## src/rtl/wshb_arb_pkg.sv

```systemverilog
// rtl/wshb_arb_pkg.sv - shared types and grant encodings for the two-master Wishbone arbiter
//
// Purpose: state enum and one-hot grant constants used by arb_rr2_core and wshb_arbiter2.
// Ports:   none (package).
// Config:  WSHB_ARB_M0_PRIORITY_EN is consumed by arb_rr2_core, not by this package.

package wshb_arb_pkg;

  typedef enum logic [1:0] {
    IDLE = 2'd0,
    GNT0 = 2'd1,
    GNT1 = 2'd2
  } arb_state_e;

  localparam logic [1:0] GRANT_NONE = 2'b00;
  localparam logic [1:0] GRANT_M0   = 2'b01;
  localparam logic [1:0] GRANT_M1   = 2'b10;

  function automatic logic [1:0] grant_of(input arb_state_e s);
    logic [1:0] g;
    g = GRANT_NONE;
    case (s)
      GNT0:    g = GRANT_M0;
      GNT1:    g = GRANT_M1;
      default: g = GRANT_NONE;
    endcase
    return g;
  endfunction

endpackage

```

## src/rtl/arb_rr2_core.sv

```systemverilog
// rtl/arb_rr2_core.sv - grant FSM, round-robin pointer and burst counter for the 2-master arbiter
//
// Purpose: decides which master owns the slave port. Grants change only at
//          Wishbone cycle boundaries, or when the holder has taken MAX_BURST
//          acks while the other master is waiting.
// Ports:
//   clk, rst_n      bus clock, synchronous active-low reset
//   m0_cyc, m1_cyc  master cycle requests
//   m0_ack, m1_ack  acks actually delivered to each master this cycle
//   grant           registered one-hot grant (00 idle, 01 m0, 10 m1)
// Config:
//   WSHB_ARB_M0_PRIORITY_EN  defined: m0 wins every tie and is never preempted;
//                            undefined: symmetric round-robin, both preemptible.

import wshb_arb_pkg::*;

module arb_rr2_core #(
  parameter int MAX_BURST = 64
) (
  input  logic       clk,
  input  logic       rst_n,
  input  logic       m0_cyc,
  input  logic       m1_cyc,
  input  logic       m0_ack,
  input  logic       m1_ack,
  output logic [1:0] grant
);

  // A zero MAX_BURST would give a zero-width counter; keep one bit instead.
  localparam int BCNT_W = (MAX_BURST > 0) ? $clog2(MAX_BURST + 1) : 1;
  localparam logic [BCNT_W-1:0] BCNT_SAT  = BCNT_W'((MAX_BURST > 0) ? MAX_BURST : 1);
  localparam logic [BCNT_W-1:0] BCNT_LAST = BCNT_W'((MAX_BURST > 0) ? MAX_BURST - 1 : 0);
  localparam bit PREEMPT_EN = (MAX_BURST != 0);

  arb_state_e        state_q, state_d;
  logic [BCNT_W-1:0] bcnt_q, bcnt_d;
  logic [1:0]        grant_q, grant_d;
`ifndef WSHB_ARB_M0_PRIORITY_EN
  logic              last_q, last_d;
`endif

  logic ack_cur;
  logic burst_done;
  arb_state_e tie_pick;

  always_comb begin
    ack_cur    = ((state_q == GNT0) && m0_ack) || ((state_q == GNT1) && m1_ack);
    // The ack that lands on BCNT_LAST is the MAX_BURST-th of this grant.
    burst_done = PREEMPT_EN && (bcnt_q == BCNT_LAST);
`ifdef WSHB_ARB_M0_PRIORITY_EN
    tie_pick   = GNT0;
`else
    tie_pick   = last_q ? GNT0 : GNT1;
`endif
  end

  always_comb begin
    state_d = state_q;
    bcnt_d  = bcnt_q;
    grant_d = grant_q;
`ifndef WSHB_ARB_M0_PRIORITY_EN
    last_d  = last_q;
`endif

    case (state_q)
      IDLE: begin
        if (m0_cyc && m1_cyc) state_d = tie_pick;
        else if (m0_cyc)      state_d = GNT0;
        else if (m1_cyc)      state_d = GNT1;
      end
      GNT0: begin
        // Hand straight over on release so the waiting master sees no idle bubble.
        if (!m0_cyc)                                   state_d = m1_cyc ? GNT1 : IDLE;
`ifndef WSHB_ARB_M0_PRIORITY_EN
        else if (m0_ack && burst_done && m1_cyc)       state_d = GNT1;
`endif
      end
      GNT1: begin
        if (!m1_cyc)                                   state_d = m0_cyc ? GNT0 : IDLE;
        else if (m1_ack && burst_done && m0_cyc)       state_d = GNT0;
      end
      default: state_d = IDLE;
    endcase

    if (state_d != state_q)                   bcnt_d = '0;
    else if (ack_cur && (bcnt_q != BCNT_SAT)) bcnt_d = bcnt_q + 1'b1;

`ifndef WSHB_ARB_M0_PRIORITY_EN
    if ((state_d == GNT0) && (state_q != GNT0)) last_d = 1'b0;
    if ((state_d == GNT1) && (state_q != GNT1)) last_d = 1'b1;
`endif

    grant_d = grant_of(state_d);
  end

  always_ff @(posedge clk) begin
    if (!rst_n) begin
      state_q <= IDLE;
      bcnt_q  <= '0;
      grant_q <= GRANT_NONE;
`ifndef WSHB_ARB_M0_PRIORITY_EN
      last_q  <= 1'b1;  // m0 wins the first tie after reset
`endif
    end else begin
      state_q <= state_d;
      bcnt_q  <= bcnt_d;
      grant_q <= grant_d;
`ifndef WSHB_ARB_M0_PRIORITY_EN
      last_q  <= last_d;
`endif
    end
  end

  assign grant = grant_q;

endmodule

```

## src/rtl/wshb_arbiter2.sv

```systemverilog
// rtl/wshb_arbiter2.sv - two-master, one-slave Wishbone classic arbiter (VGA fetch vs framebuffer writer)
//
// Purpose: steers the SDRAM slave port to whichever master arb_rr2_core has
//          granted. The mux is purely combinational from the registered grant.
// Ports:
//   clk, rst_n                      bus clock, synchronous active-low reset
//   mN_cyc/stb/we/adr/sel/dat_ms    master N request side
//   mN_dat_sm, mN_ack               master N response side (read data is broadcast)
//   s_cyc/stb/we/adr/sel/dat_ms     slave request side
//   s_dat_sm, s_ack                 slave response side
//   grant                           one-hot current owner, 00 when idle
// Config:
//   WSHB_ARB_M0_PRIORITY_EN  m0 fixed priority, only m1 is preemptible (see arb_rr2_core)

import wshb_arb_pkg::*;

module wshb_arbiter2 #(
  parameter int ADDR_W    = 32,
  parameter int DATA_W    = 32,
  parameter int MAX_BURST = 64
) (
  input  logic                clk,
  input  logic                rst_n,
  input  logic                m0_cyc,
  input  logic                m0_stb,
  input  logic                m0_we,
  input  logic [ADDR_W-1:0]   m0_adr,
  input  logic [DATA_W/8-1:0] m0_sel,
  input  logic [DATA_W-1:0]   m0_dat_ms,
  output logic [DATA_W-1:0]   m0_dat_sm,
  output logic                m0_ack,
  input  logic                m1_cyc,
  input  logic                m1_stb,
  input  logic                m1_we,
  input  logic [ADDR_W-1:0]   m1_adr,
  input  logic [DATA_W/8-1:0] m1_sel,
  input  logic [DATA_W-1:0]   m1_dat_ms,
  output logic [DATA_W-1:0]   m1_dat_sm,
  output logic                m1_ack,
  output logic                s_cyc,
  output logic                s_stb,
  output logic                s_we,
  output logic [ADDR_W-1:0]   s_adr,
  output logic [DATA_W/8-1:0] s_sel,
  output logic [DATA_W-1:0]   s_dat_ms,
  input  logic [DATA_W-1:0]   s_dat_sm,
  input  logic                s_ack,
  output logic [1:0]          grant
);

  arb_rr2_core #(
    .MAX_BURST (MAX_BURST)
  ) u_core (
    .clk    (clk),
    .rst_n  (rst_n),
    .m0_cyc (m0_cyc),
    .m1_cyc (m1_cyc),
    .m0_ack (m0_ack),
    .m1_ack (m1_ack),
    .grant  (grant)
  );

  always_comb begin
    s_cyc    = 1'b0;
    s_stb    = 1'b0;
    s_we     = 1'b0;
    s_adr    = '0;
    s_sel    = '0;
    s_dat_ms = '0;
    m0_ack   = 1'b0;
    m1_ack   = 1'b0;
    case (grant)
      GRANT_M0: begin
        s_cyc    = m0_cyc;
        s_stb    = m0_stb;
        s_we     = m0_we;
        s_adr    = m0_adr;
        s_sel    = m0_sel;
        s_dat_ms = m0_dat_ms;
        m0_ack   = s_ack & m0_stb & m0_cyc;
      end
      GRANT_M1: begin
        s_cyc    = m1_cyc;
        s_stb    = m1_stb;
        s_we     = m1_we;
        s_adr    = m1_adr;
        s_sel    = m1_sel;
        s_dat_ms = m1_dat_ms;
        m1_ack   = s_ack & m1_stb & m1_cyc;
      end
      default: ;  // idle: a stray slave ack reaches nobody
    endcase
  end

  assign m0_dat_sm = s_dat_sm;
  assign m1_dat_sm = s_dat_sm;

endmodule

```

## config.mk

```make
export PLATFORM = sky130hd
export DESIGN_NAME = wshb_arbiter2
export DESIGN_NICKNAME = d
export VERILOG_FILES = /design/src/rtl/wshb_arb_pkg.sv /design/src/rtl/arb_rr2_core.sv /design/src/rtl/wshb_arbiter2.sv
export SDC_FILE = /design/constraint.sdc
export NUM_CORES = 1
export LEC_CHECK = 0
export BUFFER_PORTS_ARGS = -buffer_cell sky130_fd_sc_hd__buf_4
export CORE_AREA = 2 2 122 124
export DETAILED_ROUTE_END_ITERATION = 12
export DIE_AREA = 0 0 124 126
export SYNTH_ARGS = -nofsm -noshare
export SYNTH_HDL_FRONTEND = slang
export SYNTH_SLANG_ARGS = --single-unit
```

## constraint.sdc

```tcl
create_clock -name clk -period 2.9 [get_ports clk]
set_clock_uncertainty 0.15 [all_clocks]
set_input_delay 0.58 -clock clk [delete_from_list [all_inputs] [get_ports clk]]
set_output_delay 0.58 -clock clk [all_outputs]
set_load 0.005 [all_outputs]
```

# Word level (Yosys, flattened, before mapping)
# Cells that the tools add are included.
# W data, S select, Z words.
[word_totals] reg_bits=12 in_bits=177 output_inout_bits=139 wordCells=55
[classes] n_addsub=1 n_eq_ne=11 mux=20 n_bitwise=5 reduce_logical=14
[op_table] operator="$pmux W32 S2" n=2
[op_table] operator="$mux W2" n=9
[op_table] operator="$logic_and A1 B1 Y1" n=10
[op_table] operator="$pmux W4 S2" n=1
[op_table] operator="$add A7 B1 Y7 const B" n=1
[op_table] operator="$eq A7 B6 Y1 const B" n=1
[op_table] operator="$ne A7 B7 Y1 const B" n=1
[op_table] operator="$eq A2 B1 Y1 const B" n=3
[op_table] operator="$eq A2 B2 Y1 const B" n=3
[op_table] operator="$pmux W1 S2" n=3
[op_table] operator="$pmux W2 S3" n=1
[op_table] operator="$and A1 B1 Y1" n=4
[op_table] operator="$pmux W2 S2" n=1
[op_table] operator="$reduce_or A2 Y1" n=2
[op_table] operator="$mux W1" n=3
[op_table] operator="$logic_not A2 Y1" n=1
[op_table] operator="$ne A2 B1 Y1 const B" n=1
[op_table] operator="$ne A2 B2 Y1" n=1
[op_table] operator="$ne A2 B2 Y1 const B" n=1
[op_table] operator="$logic_or A1 B1 Y1" n=1
[op_table] operator="$not A1 Y1" n=1

# Depth between registers and ports, before layout
# Gate-level depths: netlist (run 1).
[depth] ltp_word=11 depth_mapped=9 depth_no_buf=8

# Cells and area by module
# From an unflattened synthesis (run 1), not the netlist that was laid out.
[unflattened] cells_unflattened=321 area_unflattened_um2=2446.1
[modules_own_cells] mod="wshb_arbiter2" n_inst=1 cells_per_inst=237 area_per_inst_um2=1702.9 seq_area_each_um2=0.0
[modules_own_cells] mod="arb_rr2_core" n_inst=1 cells_per_inst=84 area_per_inst_um2=743.2 seq_area_each_um2=240.2

# Least setup slack after synthesis (run 1)
# Ideal clock, no wire load.
[synth_timing] path_type="flip-flop to output port" startpoint="register u_core.grant_q[0] (netlist: u_core.grant[0])" endpoint="output port s_adr[0]" t_arrival_ns=1.236 required_time_ns=2.170 slack_ns=0.934 path_stages_with_launch=6 n_path_buf=2 cell_sequence="dfxtp_1 > inv_1 > ha_1 > clkbuf_1 > clkbuf_1 > nor2_1"
[synth_between] elab_chain_cells=2 elab_cells_between_ends=3 cone_classes="eq/ne (2); mux (1)"
[synth_rtl] item="start: declaration" line="arb_rr2_core.sv:37" source="logic [1:0] grant_q, grant_d;"
[synth_rtl] item="start signal: assignment" line="arb_rr2_core.sv:107" source="grant_q <= grant_d;"
[synth_rtl] item="$eq A2 B2 Y1 / $eq A2 B1 Y1 (equally long branches)" line="wshb_arbiter2.sv:72" source="case (grant)"
[synth_rtl] item="$pmux W32 S2 (*)" line="wshb_arbiter2.sv:72"
[synth_rtl] item="end: declaration" line="wshb_arbiter2.sv:43" source="output logic [ADDR_W-1:0] s_adr,"
# Every way passes the cells marked *; elsewhere a longest branch is shown, timed or not.

# Worst setup path in the final report (run 1)
[layout_timing] startpoint="register u_core.grant_q[1] (netlist: u_core.grant[1])" endpoint="output port s_dat_ms[28]"
[layout_between] elab_chain_cells=2 elab_cells_between_ends=3 cone_classes="eq/ne (2); mux (1)"
[layout_rtl] item="$eq A2 B2 Y1 / $eq A2 B1 Y1 (equally long branches)" line="wshb_arbiter2.sv:72"
[layout_rtl] item="$pmux W32 S2 (*)" line="wshb_arbiter2.sv:72"
[layout_rtl] item="end: declaration" line="wshb_arbiter2.sv:45" source="output logic [DATA_W-1:0] s_dat_ms,"
# Marked as above.

==> results_dict.tcl, run 1 <==
set metrics [dict create \
    nFillCells 1608 \
    synth_largest_area_cell "a22oi_1" \
    r2r_end "u_core.bcnt_q[0]" \
    fmax_mhz 398 \
    drt-pass1-iter-count 4 \
    clk-insertion-delay-late_ns 0.24 \
    seq_area_frac_synth 0.108 \
    max_slew_margin 0.719 \
    setup_viol 0 \
    place_inst 649 \
    crit_slowest_cell "ha_2" \
    worst_path_most_repeated_cell "buf_4" \
    worstPathCellList "inv_1 -> ha_2 -> buf_4 -> buf_4 -> a22oi_1 -> nor2_1 -> buf_4" \
    viasPerCell 4.33 \
    antenna_found_initial 0 \
    synthCells 325 \
    maxSlewViolCount 0 \
    worstHoldStart "u_core.last_q" \
    post_cts_buffers 0 \
    crit_buf_inv 4 \
    layout_common_cells "buf_4, nor2_1, a22oi_1" \
    outcome "finished clean" \
    start_util 0.156 \
    hold_class "reg -> reg" \
    routabilityCongestion 0.776 \
    ant_nets 0 \
    synth_area_leaders "a22oi_1, buf_4, nor2_1, dfxtp_1, clkbuf_1" \
    htreeDepth 1 \
    cts_buffer_depth 2 \
    yosysWarnings 0 \
    cp.arrival_ns 1.78 \
    grt-ovfl-total 0 \
    min_to "u_core.last_q" \
    syn-mean-instance-area_um2 6.85 \
    power_mw 0.899 \
    whs_path_depth 2 \
    power_density_nw_per_um2 244 \
    path_class "reg -> out" \
    stdcell_count 652 \
    crit_path_start_kind "register" \
    fp.dieW_um 124 \
    port_buffers 219 \
    cts_hold_buf 0 \
    rrSetupSlack_ns 0.67 \
    final_net_count 651 \
    stdcell_area_um2 3690 \
    post_cts_resize_count 0 \
    drive_gt1_frac 0.530 \
    critPathMaxStageDelay_ns 0.43 \
    ir_drop_mv 0.184 \
    grt_max_degree 40 \
    leakage_nw 1.69 \
    synthToLayoutAreaGrowth_pct 65.7 \
    rr_worst_depth 7 \
    synth-edff-count 0 \
    worstReg2RegStart "u_core.grant[1]" \
    cts_tree "built" \
    num_vias 2820 \
    drc 0 \
    dieArea_um2 15600 \
    drt-wirelength-per-cell_um 16.7 \
    final_common_cell "buf_4" \
    grt_usage 0.123 \
    cts_buffers 3 \
    crit_start "u_core.grant[1]" \
    synth_top_area_frac 0.239 \
    hold_viol_final 0 \
    placed_area_um2 3610 \
    clkSinkCount 12 \
    first_global_vias 2608 \
    insertedDiodeCount 0 \
    synthesis.nets 506 \
    synth_flop_cell "dfxtp_1" \
    cp_top_family "buffers and inverters" \
    io_pins 316 \
    min_period_over_period 0.867 \
    hpwl_um 9020 \
    tightest_slew_ns 0.419 \
    fin_tns_setup_ns 0 \
    syn_area_um2 2230 \
    wl_um 10900 \
    rows 44 \
    max-cap-violations 0 \
    cts.reportedPaths.clkPinSlew_ns 0.04 \
    rsz0062_at_grt "false" \
    grt_pass1_wl_um 15000 \
    root_buffer "clkbuf_16" \
    die_y_um 126 \
    synth_cell_types 41 \
    min_period_ns 2.51 \
    cp_data_required_time_ns 2.17 \
    end_kind "output port" \
    async_flop_share 0 \
    drt_iter0_drc 132 \
    core_area_um2 14300 \
    ys_ff_latch 12 \
    worstPathMaxFanout 15 \
]
-- sequential cells by signal, summed over array words and instances, names as in the netlist --
signal and cells:
u_core.last_q 1, u_core.bcnt_q 7, u_core.state_q 2, u_core.grant 2
-- metal layers --
metal / vias to the layer above / wire length [um] / track usage
met1: 1270 / 4160 / 0.142
met2: 165 / 5330 / 0.214
li1: 1377 / - / -
met3: 8 / 1310 / 0.0530
met5: - / 0 / 0
met4: 0 / 89 / 0.0185
-- power breakdown --
part	switching (mW)	total (mW)	internal [mW]	leakage (nW)
Clock	0.0690	0.248	0.179	0.0370
Combinational	0.212	0.470	0.258	1.56
Sequential	0.00957	0.181	0.171	0.0977
-- Yosys cell counts (2+ instances only) --
cell type / n
a211oi_1: 2
a21oi_1: 2
a21oi_2: 2
a22oi_1: 71
buf_1: 6
buf_2: 2
buf_4: 67
clkbuf_1: 16
dfxtp_1: 12
ha_1: 4
inv_1: 8
nand2_1: 7
nand2b_1: 2
nand3_1: 4
nand4_1: 5
nor2_1: 82
nor3_1: 3
nor4_1: 2
o2111a_1: 2
o21ai_0: 2
xor2_1: 4
-- final cells by class --
class | count | area [um2] | area share
well taps | 184 | 230 | 0.0624
flip-flops and latches | 12 | 240 | 0.0652
repair buffers | 231 | 1750 | 0.474
multi-input cells | 213 | 1360 | 0.369
clock buffers | 3 | 75.1 | 0.0204
inverters | 9 | 33.8 | 0.00916
-- logic make-up (layout without fill, tap and decap cells) --
| logic type | after synthesis | count (layout) | share of synthesized area |
|---|---|---|---|
| xor gates and xnor gates | 5 | 5 | 0.0197 |
| buffers and inverters | 100 | 243 | 0.283 |
| AOI/OAI and AO/OA | 89 | 89 | 0.322 |
| DFF | 12 | 12 | 0.108 |
| adders and majority gates | 4 | 4 | 0.0225 |
| muxes | 1 | 1 | 0.00450 |
| and+or+nand+nor | 114 | 114 | 0.241 |
-- per-stage QoR --
stage / setup WS, ns / hold WS, ns / utilization
after floorplan: 0.934 / 0.360 / -
after global placement: 0.630 / 0.400 / 0.252
after detailed placement: 0.607 / 0.402 / 0.252
after CTS: 0.345 / 0.407 / 0.258
after global routing: 0.211 / 0.449 / 0.258
final: 0.387 / 0.403 / 0.258
-- worst max-delay path by stage --
stage | slack (ns) | end | depth (start not counted)
2_1_floorplan | 0.93 | s_adr[0] | 5
3_3_place_gp | 0.63 | s_adr[12] | 6
3_5_place_dp | 0.61 | s_adr[12] | 6
4_1_cts | 0.34 | s_dat_ms[30] | 7
5_1_grt | 0.21 | s_dat_ms[30] | 7
6_report | 0.39 | s_dat_ms[28] | 7
-- worst register-to-register path, delay by kind of cell (launching register included) --
family / cells / cell delay (ns)
buffers and inverters: 1 / 0.06
DFF: 1 / 0.32
AOI/OAI and AO/OA: 1 / 0.32
adders and majority gates: 1 / 0.43
and+or+nand+nor: 4 / 0.82
Power figures use the tool's default switching activity.
==> run 2: changes to the inputs <==
--- a/config.mk
+++ b/config.mk
@@ -6,9 +6,10 @@
 export NUM_CORES = 1
 export LEC_CHECK = 0
 export BUFFER_PORTS_ARGS = -buffer_cell sky130_fd_sc_hd__buf_4
-export CORE_AREA = 2 2 122 124
+export CORE_AREA = 2 2 123 125
 export DETAILED_ROUTE_END_ITERATION = 12
-export DIE_AREA = 0 0 124 126
+export DIE_AREA = 0 0 125 127
 export SYNTH_ARGS = -nofsm -noshare
 export SYNTH_HDL_FRONTEND = slang
+export SYNTH_HIERARCHICAL = 1
 export SYNTH_SLANG_ARGS = --single-unit
==> results_dict.tcl, run 2 <==
set metrics [dict create \
    critPathMaxStageDelay_ns 0.35 \
    wl_um 9220 \
    tightest_slew_ns 0.617 \
    grt_pass1_wl_um 14200 \
    grt_usage 0.107 \
    r2r_end "u_core/bcnt_q[3]" \
    power_mw 0.914 \
    power_density_nw_per_um2 244 \
    hpwl_um 7190 \
    end_kind "output port" \
    stdcell_count 640 \
    rrSetupSlack_ns 0.54 \
    drt-wirelength-per-cell_um 14.4 \
    crit_start "u_core/grant[0]" \
    drc 0 \
    synth-edff-count 0 \
    start_util 0.170 \
    clk-insertion-delay-late_ns 0.24 \
    crit_slowest_cell "ha_2" \
    layout_common_cells "buf_4, nor2_1, a22oi_1" \
    largest_register_ffs 7 \
    root_buffer "clkbuf_16" \
    setup_ws_ns 0.338 \
    grt-ovfl-total 0 \
    rr_worst_depth 7 \
    place_inst 636 \
    seq_area_frac_synth 0.0982 \
    path_class "reg -> out" \
    worstReg2RegStart "u_core/grant[0]" \
    synth_flop_cell "dfxtp_1" \
    syn-mean-instance-area_um2 7.62 \
    hold_class "reg -> reg" \
    critPathCapture "s_sel[0]" \
    cts_buffer_depth 2 \
    fp.dieW_um 125 \
    final_net_count 639 \
    cts_buffers 3 \
    ir_drop_mv 0.234 \
    cp.arrival_ns 1.83 \
    leakage_nw 1.68 \
    yosysWarnings 6 \
    clkSinkCount 12 \
    post_cts_resize_count 0 \
    synth_most_common_cell "nor2_1" \
    port_buffers 219 \
    max-cap-violations 0 \
    fmax_mhz 390 \
    cts_tree "built" \
    io_pins 316 \
    cts.reportedPaths.clkPinSlew_ns 0.04 \
    ant_nets 0 \
    ys_ff_latch 12 \
    post_cts_buffers 0 \
    worstPathMaxFanout 59 \
    insertedDiodeCount 0 \
    grt_max_degree 62 \
    drt_iter0_drc 107 \
    synth_cell_types 41 \
    cts_hold_buf 0 \
    routabilityCongestion 0.779 \
    max_slew_margin 0.589 \
    viasPerCell 4.41 \
    rsz0062_at_grt "false" \
    regMostFlops "u_core/bcnt_q" \
    core_area_um2 14400 \
    synth_common_cells "nor2_1, buf_4, a22oi_1" \
    synth_largest_area_cell "buf_4" \
    die_y_um 127 \
    cp_data_required_time_ns 2.17 \
    num_vias 2822 \
    synthToLayoutAreaGrowth_pct 52.9 \
    async_flop_share 0 \
    setup_viol 0 \
    antenna_found_initial 0 \
    synth_top_area_frac 0.196 \
    min_period_ns 2.56 \
    drive_gt1_frac 0.575 \
    final_common_cell "buf_4" \
    drt-pass1-iter-count 4 \
    synthCells 321 \
    htreeDepth 1 \
    synth_area_leaders "buf_4, a22oi_1, a22oi_2, nor2_1, dfxtp_1" \
    worstPathCellList "inv_1 -> ha_2 -> buf_12 -> a22oi_1 -> nor2_1 -> buf_4" \
    fin_tns_setup_ns 0 \
    stdcell_area_um2 3740 \
    hold_viol_final 0 \
    first_global_vias 2708 \
    place_ws_ns 0.531 \
    crit_path_start_kind "register" \
    placed_area_um2 3650 \
    dieArea_um2 15900 \
    min_period_over_period 0.884 \
    synthesis.nets 503 \
    rows 44 \
    outcome "finished clean" \
    maxSlewViolCount 0 \
    syn_area_um2 2450 \
]
run 2: cell types whose count changed after synthesis, moves of 3 or more:
cell,delta
or3_1,+5
nor2_1,-11
a22oi_2,+24
buf_8,+3
buf_1,-6
buf_6,+14
clkbuf_1,-16
buf_4,-3
nand4_1,-3
buf_2,+8
a22oi_1,-24
o21ai_0,+5
xor2_1,-4
run 2: kinds of logic (layout without fill, tap and decap cells):
group,after synthesis,in the layout,share of synthesized area
buffers and inverters,100,235,0.320
XOR/XNOR,1,1,0.00358
AO/OA/AOI/OAI,98,98,0.354
multiplexers,1,1,0.00409
flip-flops,12,12,0.0982
AND/OR/NAND/NOR,104,104,0.194
adder cells (fa/ha/maj),5,5,0.0256
run 2: through the flow:
step / util / hold WS [ns]
final: 0.259 / 0.362
after global routing: 0.259 / 0.405
after CTS: 0.259 / 0.365
after detailed placement: 0.253 / 0.357
after global placement: 0.253 / 0.352
after floorplan: - / 0.326
run 2: how the worst min path moves through the flow:
stage | from | endpoint | slack [ns] | cells past startpoint
3_5_place_dp | u_core/bcnt_q[4] | u_core/bcnt_q[4] | 0.36 | 2
2_1_floorplan | u_core/bcnt_q[4] | u_core/bcnt_q[4] | 0.33 | 2
4_1_cts | u_core/bcnt_q[4] | u_core/bcnt_q[4] | 0.36 | 2
3_3_place_gp | u_core/bcnt_q[4] | u_core/bcnt_q[4] | 0.35 | 2
5_1_grt | u_core/bcnt_q[4] | u_core/bcnt_q[4] | 0.41 | 2
6_report | u_core/bcnt_q[4] | u_core/bcnt_q[4] | 0.36 | 2
run 2: report_power, final:
| part | switching (mW) | internal [mW] | leakage, nW | total [mW] |
|---|---|---|---|---|
| Combinational | 0.198 | 0.252 | 1.54 | 0.449 |
| Sequential | 0.00931 | 0.170 | 0.0978 | 0.180 |
| Clock | 0.0766 | 0.209 | 0.0442 | 0.285 |
run 2: final cells by class:
class                   instances  area [um2]
flip-flops and latches         12         240
multi-input cells             209        1440
clock buffers                   4        88.8
well taps                     184         230
repair buffers                223        1710
inverters                       8        30.0
fillers                      1608       10700
run 2: layer usage:
| layer | global-route usage | wire [um] | vias up |
|---|---|---|---|
| li1 | - | - | 1359 |
| met4 | 0.0281 | 160 | 0 |
| met5 | 0 | 0 | - |
| met1 | 0.128 | 3530 | 1278 |
| met2 | 0.194 | 4780 | 159 |
| met3 | 0.0214 | 741 | 26 |
run 2: critical path, delay by kind of cell (launching register included):
kind | cells | cell delay, ns
compound gates | 1 | 0.15
fa+ha+maj | 1 | 0.35
buf+inv | 3 | 0.57
flops | 1 | 0.33
simple gates | 1 | 0.14
